[config.mk]
export PLATFORM = sky130hd
export DESIGN_NAME = traffic_light_controller
export DESIGN_NICKNAME = d
export VERILOG_FILES = /design/src/rtl/traffic_light_controller.sv
export SDC_FILE = /design/constraint.sdc
export NUM_CORES = 1
export LEC_CHECK = 0
export CAP_MARGIN = 20
export CELL_PAD_IN_SITES_DETAIL_PLACEMENT = 1
export CELL_PAD_IN_SITES_GLOBAL_PLACEMENT = 1
export CORE_MARGIN = 2
export CORE_UTILIZATION = 30
export CTS_CLUSTER_SIZE = 20
export DETAILED_ROUTE_END_ITERATION = 6
export GPL_ROUTABILITY_DRIVEN = 0
export GPL_TIMING_DRIVEN = 0
export PLACE_DENSITY_LB_ADDON = 0.1
export SLEW_MARGIN = 20
export SYNTH_ARGS = -nofsm -noshare
export SYNTH_HDL_FRONTEND = slang
export SYNTH_SLANG_ARGS = --single-unit
[constraint.sdc]
create_clock -name clk -period 2.2 [get_ports clk]
set_clock_uncertainty 0.05 [all_clocks]
set_input_delay 0.44 -clock clk [delete_from_list [all_inputs] [get_ports clk]]
set_output_delay 0.44 -clock clk [all_outputs]
set_load 0.05 [all_outputs]
[src/rtl/traffic_light_controller.sv]
// Main/side street traffic light sequencer with a pedestrian walk phase
// and a single side-green extension driven by the side-street vehicle sensor.
module traffic_light_controller #(
  parameter int CLK_DIV = 50000000,
  parameter int TW      = 4,
  parameter int T_BASE  = 6,
  parameter int T_EXT   = 3,
  parameter int T_YEL   = 2
) (
  input  logic       clk,
  input  logic       Reset_asincronico,
  input  logic       Reset_sincronico,
  input  logic       Sensor,
  input  logic       WR_valor,
  output logic       WR_Reset,
  output logic [2:0] Luz_principal,
  output logic [2:0] Luz_secundaria,
  output logic       Luz_peaton,
  output logic [2:0] Estado
);

  localparam int PW = $clog2(CLK_DIV);
  localparam logic [PW-1:0] PRESC_MAX = PW'(CLK_DIV - 1);
  localparam logic [TW-1:0] D_BASE    = TW'(T_BASE);
  localparam logic [TW-1:0] D_EXT     = TW'(T_EXT);
  localparam logic [TW-1:0] D_YEL     = TW'(T_YEL);

  typedef enum logic [2:0] {
    S_MG   = 3'd0,
    S_MY   = 3'd1,
    S_WALK = 3'd2,
    S_SG   = 3'd3,
    S_SY   = 3'd4
  } state_t;

  state_t        state;
  state_t        nxt_state;
  logic [PW-1:0] presc;
  logic [TW-1:0] cnt;
  logic [TW-1:0] nxt_cnt;
  logic          ext_flag;
  logic          nxt_flag;
  logic          reload;
  logic          tick;
  logic          expire;

  function automatic logic [2:0] main_lamps(input state_t s);
    case (s)
      S_MG:    return 3'b001;
      S_MY:    return 3'b010;
      default: return 3'b100;
    endcase
  endfunction

  function automatic logic [2:0] side_lamps(input state_t s);
    case (s)
      S_SG:    return 3'b001;
      S_SY:    return 3'b010;
      default: return 3'b100;
    endcase
  endfunction

  assign tick   = (presc == PRESC_MAX);
  assign expire = tick && (cnt == TW'(1));
  assign Estado = state;

  // Next phase and its duration; reload also covers the in-place side-green extension.
  always_comb begin
    reload    = 1'b0;
    nxt_state = state;
    nxt_cnt   = cnt;
    nxt_flag  = 1'b0;
    case (state)
      S_MG: if (expire) begin
        reload    = 1'b1;
        nxt_state = S_MY;
        nxt_cnt   = D_YEL;
      end
      S_MY: if (expire) begin
        reload    = 1'b1;
        nxt_state = WR_valor ? S_WALK : S_SG;
        nxt_cnt   = WR_valor ? D_EXT : D_BASE;
      end
      S_WALK: if (expire) begin
        reload    = 1'b1;
        nxt_state = S_SG;
        nxt_cnt   = D_BASE;
      end
      S_SG: if (expire) begin
        reload = 1'b1;
        if (Sensor && !ext_flag) begin
          nxt_state = S_SG;
          nxt_cnt   = D_EXT;
          nxt_flag  = 1'b1;
        end else begin
          nxt_state = S_SY;
          nxt_cnt   = D_YEL;
        end
      end
      S_SY: if (expire) begin
        reload    = 1'b1;
        nxt_state = S_MG;
        nxt_cnt   = D_BASE;
      end
      default: begin
        reload    = 1'b1;
        nxt_state = S_MG;
        nxt_cnt   = D_BASE;
      end
    endcase
  end

  always_ff @(posedge clk or posedge Reset_asincronico) begin
    if (Reset_asincronico) begin
      state          <= S_MG;
      presc          <= '0;
      cnt            <= D_BASE;
      ext_flag       <= 1'b0;
      WR_Reset       <= 1'b0;
      Luz_principal  <= 3'b001;
      Luz_secundaria <= 3'b100;
      Luz_peaton     <= 1'b0;
    end else if (Reset_sincronico) begin
      state          <= S_MG;
      presc          <= '0;
      cnt            <= D_BASE;
      ext_flag       <= 1'b0;
      WR_Reset       <= 1'b0;
      Luz_principal  <= 3'b001;
      Luz_secundaria <= 3'b100;
      Luz_peaton     <= 1'b0;
    end else if (reload) begin
      state          <= nxt_state;
      presc          <= '0;
      cnt            <= nxt_cnt;
      ext_flag       <= nxt_flag;
      // Walk is only entered from main-yellow, so this fires on its first cycle only.
      WR_Reset       <= (nxt_state == S_WALK) && (state != S_WALK);
      Luz_principal  <= main_lamps(nxt_state);
      Luz_secundaria <= side_lamps(nxt_state);
      Luz_peaton     <= (nxt_state == S_WALK);
    end else begin
      WR_Reset <= 1'b0;
      if (tick) begin
        presc <= '0;
        cnt   <= cnt - TW'(1);
      end else begin
        presc <= presc + PW'(1);
      end
    end
  end

endmodule

==> out/qor.yml, run 1 <==
multi_input_area_mm2: 0.00116
worst_ep_required_time_ns: 2.38
dp_worst_setup_slack_ns: -0.212
minimum_setup_slack_among_reg_to_reg_paths_ns: 0.02
outcome: "complete, no violations"
layout.area.seq_mm2: 0.00106
synth_ff_type: "sky130_fd_sc_hd__dfrtp_1"
cp_slowest_stage_delay_ns: 0.59
setup-violations-final: 0
std_cell_rows: 31
pin_count_of_the_biggest_net_entering_global_routing: 30
num-nets-final: 293
syn-num-nets: 255
grt-busiest-layer: "met2"
drtAntennaViolNets: 0
total_gr_overflow: 0
critical_path_source_type: "flip-flop"
cellLeakagePower_nw: 1.17
dp.final_hpwl_mm: 4.17
die_area_mm2: 0.00824
antennaDiodeCount: 0
placement.cell_area_mm2: 0.00255
final_setup_slack_of_the_worst_path_ns: 0.0196
layout-drive-gt1-share_pct: 21.3
vdd_drop_max_mv: 0.232
final_max_slew_viol_count: 0
async_reset_ff_share_pct: 100
route.detailed.wl_per_inst_um: 16.1
num_vias: 1924
timing.final.crit_share_pct: 99.1
crit_path_cell_trace: "nor4_2 -> nand4_1 -> or4_4 -> or3_4 -> a21oi_2"
antenna_found_initial: 0
groute.layer.met2.usage_pct: 24.1
route.detailed.drc: 0
fillerInstances: 907
core_area_mm2: 0.00729
wire_length_of_the_first_global_routing_pass_mm: 10.2
slew-limit-headroom_pct: 55.5
finalCriticalPeriod_ns: 2.18
place.detailed.instances: 362
tritoncts: "built"
area.growth.synth_to_final_pct: 26.2
synth.cell_area_mm2: 0.00226
yosys_register_bits: 42
met1_capacity_usage_during_global_routing_pct: 22.3
grt_setup_unrepaired: "true"
pin_count: 16
finalHoldViolations: 0
syn-instance-count: 247
chipHeight_um: 90.8
ys_types: 44
worst_setup_hold_path_clk_slew_ns: 0.09
worst_hold_path_type: "in -> async"
end_kind: "flip-flop"
tritoncts.num_buffers: 5
final_cell_area_mm2: 0.00285
routed_via_density: 5.00
cts_num_sinks: 42
worst_path_max_delay_cell: "sky130_fd_sc_hd__or4_4"
synth_warnings: 0
fp.dieW_um: 90.8
setup.worst_path.class: "reg -> reg"
timing.critical_path.arrival_ns: 2.36
critical_path.max_fanout: 4
groute.usage.overall_pct: 15.5
synth_area_per_cell_um2: 9.15
timing.fmax_ghz: 0.459
drt-initial-drc-count: 63
cts_hold_repair.buffers: 0
sequential_share_of_the_synthesized_area_pct: 46.7
insertion_delay_ns: 0.30
max_cap_violations: 0
h-tree-depth: 2
detail_route.wirelength_mm: 6.19
grtUsageMet3_pct: 2.75
placement.io_buffers: 15
initial_core_util_pct: 31.0
worst_pin_slew_ns: 0.663
grt_pass1_vias: 1965
synth_enable_flop_cells: 0
max-clock-path-buffers: 2
firstDrtPassIters: 4
layoutNonFillerInstCount: 385
power-per-cell-area_mw_per_mm2: 503
clock_tree.root_cell: "sky130_fd_sc_hd__clkbuf_8"
[worst paths after layout]
path                                    from           endpoint  cells after the start
min in group clk                    presc[0]           presc[0]                      1
max reg2reg                         presc[9]         Luz_peaton                      5
min                        Reset_asincronico           presc[3]                      2
max in group asynchronous  Reset_asincronico  Luz_secundaria[2]                      3
max                                 presc[9]         Luz_peaton                      5
min reg2reg                         presc[0]           presc[0]                      1
[critical path: cells and delay by family (launching register included)]
kind,cells,cell delay (ns)
AO/OA/AOI/OAI,1,0.12
flip-flops,1,0.41
AND/OR/NAND/NOR,4,1.52
[placed cells by master (no fill, tap or decap), types with 8 or more instances in the layout]
cell type	instances
sky130_fd_sc_hd__nor4_1	8
sky130_fd_sc_hd__clkdlybuf4s50_1	15
sky130_fd_sc_hd__xnor2_1	18
sky130_fd_sc_hd__nor2_1	41
sky130_fd_sc_hd__dfrtp_1	34
sky130_fd_sc_hd__buf_4	19
sky130_fd_sc_hd__nand3_1	18
sky130_fd_sc_hd__inv_1	13
sky130_fd_sc_hd__nand2_1	13
sky130_fd_sc_hd__nor3_1	9
[logic make-up after synthesis]
group / Yosys count / synth area share (%)
xor+xnor: 24 / 9.30
fa+ha+maj: 3 / 1.66
buf+inv: 26 / 4.76
mux: 1 / 0.443
flops: 42 / 46.7
simple gates: 124 / 29.2
compound gates: 27 / 7.92
[cell usage after synthesis (all sizes together), types with 2 or more instances]
cell      n  area (um^2)
a2111oi   2         23.8
a211oi    3         22.5
a21o      2         15.0
a21oi     8         40.0
and3      5         31.3
and4      3         26.3
buf       6         32.5
clkbuf    6         22.5
dfrtp    38          951
dfstp     4          105
ha        3         37.5
inv      14         52.6
nand2    14         60.1
nand2b    3         18.8
nand3    19         95.1
nand4     6         37.5
nor2     41          154
nor3     10         55.1
nor4     11         83.8
o21ai     7         35.0
or2       2         12.5
or3       3         18.8
xnor2    18          158
xor2      6         52.6
[registers in the layout (all words and copies together) (netlist names)]
register        cells
Estado              3
Luz_peaton          1
Luz_principal       3
Luz_secundaria      3
WR_Reset            1
cnt                 4
ext_flag            1
presc              26
[repair_timing]
item,CTS,global route
gates cloned,0,0
pin swaps,7,6
setup buffers,11,5
setup endpoints to repair,27,34
hold endpoints to repair,0,0
resized for setup,10,18
[per-layer routing]
metal	up-vias	wire length (um)	share of wire [%]
li1	929	-	-
met1	974	3140	51
met2	16	2890	47
met3	5	103	1.7
met4	0	65	1.0
met5	-	0	0
[power breakdown]
group,switching (W),internal [W],leakage [nW],total (W)
combinational,0.0000604,0.0000338,0.557,0.0000941
clock,0.000292,0.000253,0.0472,0.000545
sequential,0.0000122,0.000784,0.564,0.000797
total,0.000365,0.00107,1.17,0.00144
[area by class of cell]
cell class              count  share of cell area, %
clock buffers               6                   2.89
multi-input cells         179                   40.8
repair buffers             32                   10.2
inverters                  14                   1.84
flip-flops and latches     42                   37.2
well taps                  99                   4.34
plain buffers              11                   2.32
clock inverters             2                  0.439
[metrics by stage]
step | power [W] | hold WS (ns) | utilization [%] | TNS (ns)
3_3_place_gp | 0.000900 | 0.468 | 34.7 | -15.29
3_5_place_dp | 0.000905 | 0.478 | 35.0 | -4.12
5_1_grt | 0.00150 | 0.387 | 39.1 | -0.248
6_report | 0.00144 | 0.368 | 39.1 | 0
4_1_cts | 0.00146 | 0.370 | 37.9 | 0
2_1_floorplan | 0.000866 | 0.425 | - | 0
Note: power is estimated with default switching activity, not from simulation.
==> run 2: changes to the inputs <==
Clock period 2.2 ns to 2.59 ns, I/O delays scaled along.
==> out/qor.yml, run 2 (synthesis gave the netlist of run 1 again) <==
cts_num_sinks: 42  # unchanged
vdd_drop_max_mv: 0.225  # was 0.232 mV
num-nets-final: 278  # was 293
final_max_slew_viol_count: 0  # unchanged
layoutNonFillerInstCount: 370  # was 385
detail_route.wirelength_mm: 5.89  # was 6.19 mm
top_register: "presc"  # unchanged
grtUsageMet3_pct: 2.75  # unchanged
critical_path.max_fanout: 10  # was 4
power.combinational.fraction_pct: 6.3  # was 6.6%
finalCriticalPeriod_ns: 2.33  # was 2.18 ns
outcome: "complete, no violations"  # unchanged
die_area_mm2: 0.00824  # unchanged
setup-violations-final: 0  # unchanged
std_cell_rows: 31  # unchanged
worst_setup_hold_path_clk_slew_ns: 0.09  # about the same
dp_worst_setup_slack_ns: 0.178  # was -0.212 ns
core_area_mm2: 0.00729  # unchanged
cellLeakagePower_nw: 1.07  # was 1.17 nW
power-per-cell-area_mw_per_mm2: 459  # was 503 mW/mm^2
drtAntennaViolNets: 0  # unchanged
finalHoldViolations: 0  # unchanged
worst_hold_path_type: "in -> async"  # unchanged
end_kind: "flip-flop"  # unchanged
timing.final.crit_share_pct: 89.9  # was 99.1%
num_vias: 1840  # was 1924
placement.io_buffers: 15  # unchanged
cp_slowest_stage_delay_ns: 0.53  # was 0.59 ns
timing.critical_path.arrival_ns: 2.47  # was 2.36 ns
place.detailed.instances: 362  # unchanged
pin_count: 16  # unchanged
tritoncts.num_buffers: 5  # unchanged
critical_path_source_type: "flip-flop"  # unchanged
met1_capacity_usage_during_global_routing_pct: 21.7  # was 22.3%
max_ffs_per_register: 26  # unchanged
cts_hold_repair.buffers: 0  # unchanged
initial_core_util_pct: 31.0  # unchanged
fillerInstances: 918  # was 907
cts_repair_resize_count: 0  # was 10
most-common-layout-cells: "41 x sky130_fd_sc_hd__nor2_1, 38 x sky130_fd_sc_hd__dfrtp_1, 19 x sky130_fd_sc_hd__nand3_1, 18 x sky130_fd_sc_hd__xnor2_1, 15 x sky130_fd_sc_hd__clkdlybuf4s50_1"  # was 41 x sky130_fd_sc_hd__nor2_1, 34 x sky130_fd_sc_hd__dfrtp_1, 19 x sky130_fd_sc_hd__buf_4, 18 x sky130_fd_sc_hd__nand3_1, 18 x sky130_fd_sc_hd__xnor2_1
dp.final_hpwl_mm: 4.17  # unchanged
swShare_pct: 25.4  # about the same
h-tree-depth: 2  # unchanged
post_cts.repair.setup_buffers: 0  # was 11
route.detailed.drc: 0  # unchanged
setup.worst_path.class: "reg -> reg"  # unchanged
biggestRegsByFlops: "presc (26), cnt (4)"  # unchanged
clock_tree.root_cell: "sky130_fd_sc_hd__clkbuf_8"  # unchanged
wire_length_of_the_first_global_routing_pass_mm: 9.83  # was 10.2 mm
power.clock.fraction_pct: 38.1  # was 38.0%
chipHeight_um: 90.8  # unchanged
insertion_delay_ns: 0.30  # about the same
groute.usage.overall_pct: 14.9  # was 15.5%
grt_setup_unrepaired: "false"  # was true
antenna_found_initial: 0  # unchanged
worst_pin_slew_ns: 0.646  # was 0.663 ns
total_gr_overflow: 0  # unchanged
timing.fmax_ghz: 0.430  # was 0.459 GHz
final_setup_slack_of_the_worst_path_ns: 0.262  # was 0.0196 ns
groute.layer.met2.usage_pct: 22.6  # was 24.1%
max-clock-path-buffers: 2  # unchanged
fp.dieW_um: 90.8  # unchanged
grt-busiest-layer: "met2"  # unchanged
pin_count_of_the_biggest_net_entering_global_routing: 30  # unchanged
final_common_cell: "sky130_fd_sc_hd__nor2_1"  # unchanged
worst_ep_required_time_ns: 2.73  # was 2.38 ns
power.sequential.fraction_pct: 55.6  # was 55.5%
grt_pass1_vias: 1908  # was 1965
area.growth.synth_to_final_pct: 17.5  # was 26.2%
crit_path_cell_trace: "clkbuf_1 -> nor4b_1 -> nand4_1 -> nor4_4 -> nor2_1 -> a2111oi_2"  # was nor4_2 -> nand4_1 -> or4_4 -> or3_4 -> a21oi_2
routed_via_density: 4.97  # was 5.00
crit_path_start: "presc[18]"  # was presc[9]
layout-drive-gt1-share_pct: 9.59  # was 21.3%
power.internal_w: 0.000909  # was 0.00107 W
route.detailed.wl_per_inst_um: 15.9  # was 16.1 um
slew-limit-headroom_pct: 56.6  # was 55.5%
antennaDiodeCount: 0  # unchanged
timing.rr.start: "presc[18]"  # was presc[9]
net-switching-power_w: 0.000310  # was 0.000365 W
max_cap_violations: 0  # unchanged
firstDrtPassIters: 4  # unchanged
tritoncts: "built"  # unchanged
drt-initial-drc-count: 65  # was 63
worst_path_max_delay_cell: "sky130_fd_sc_hd__nor4_4"  # was sky130_fd_sc_hd__or4_4
worst_hold_slack_ns: 0.441  # was 0.368 ns
[run 2: changes by cell type in the layout (fill, tap and decap cells not counted), sizes merged]
cell    change
clkbuf      +1
buf        -16
[run 2: cell type report]
cell class                      instances  area [um^2]  area share, %
Buffer                                 12         55.1           2.07
Clock buffer                            6         82.6           3.11
Clock inverter                          2         12.5          0.471
Inverter                               14         52.6           1.98
Multi-Input combinational cell        179         1100           41.5
Sequential cell                        42         1060           39.8
Tap cell                               99          124           4.67
Timing Repair Buffer                   16          170           6.41
[run 2: metrics by stage]
stage	utilization, %	TNS [ns]	area, um^2	power (W)
2_1_floorplan	-	0	2260	0.000735
3_3_place_gp	34.7	-0.132	2530	0.000764
3_5_place_dp	35.0	0	2550	0.000769
4_1_cts	36.3	0	2650	0.00124
5_1_grt	36.4	0	2660	0.00127
6_report	36.4	0	2660	0.00122
[run 2: layer usage]
layer / wire length, um / vias up / share of wire [%]
li1: - / 896 / -
met1: 3090 / 929 / 52
met2: 2660 / 10 / 45
met3: 85 / 5 / 1.4
met4: 65 / 0 / 1.1
met5: 0 / - / 0
[run 2: worst max-delay path, delay by kind of cell, from the launching register on]
family,cells,cell delay [ns]
AO/OA/AOI/OAI,1,0.35
buffers and inverters,1,0.19
flip-flops,1,0.37
AND/OR/NAND/NOR,4,1.26
[run 2: power by group through the flow]
stage | sequential (W) | combinational (W) | clock (W)
final | 0.000677 | 0.0000772 | 0.000464
after global routing | 0.000678 | 0.0000870 | 0.000501
after CTS | 0.000677 | 0.0000797 | 0.000482
after detailed placement | 0.000689 | 0.0000794 | 0
after global placement | 0.000689 | 0.0000752 | 0
after floorplan | 0.000695 | 0.0000398 | 0
[run 2: path summary, 6_finish.rpt]
| check | slack, ns | depth (start not counted) | endpoint |
|---|---|---|---|
| max | 0.26 | 6 | Estado[0] |
| min | 0.44 | 2 | presc[3] |
| max reg2reg | 0.26 | 6 | Estado[0] |
| min reg2reg | 0.49 | 2 | Luz_secundaria[1] |
| max in group asynchronous | 1.49 | 3 | Luz_secundaria[2] |
| min in group clk | 0.49 | 2 | Luz_secundaria[1] |
==> run 3: changes to the inputs <==
Settings changed: CAP_MARGIN 20 to not set.
==> results of run 3 <==
Final layout, timing and power as in run 2 (identical DEF).
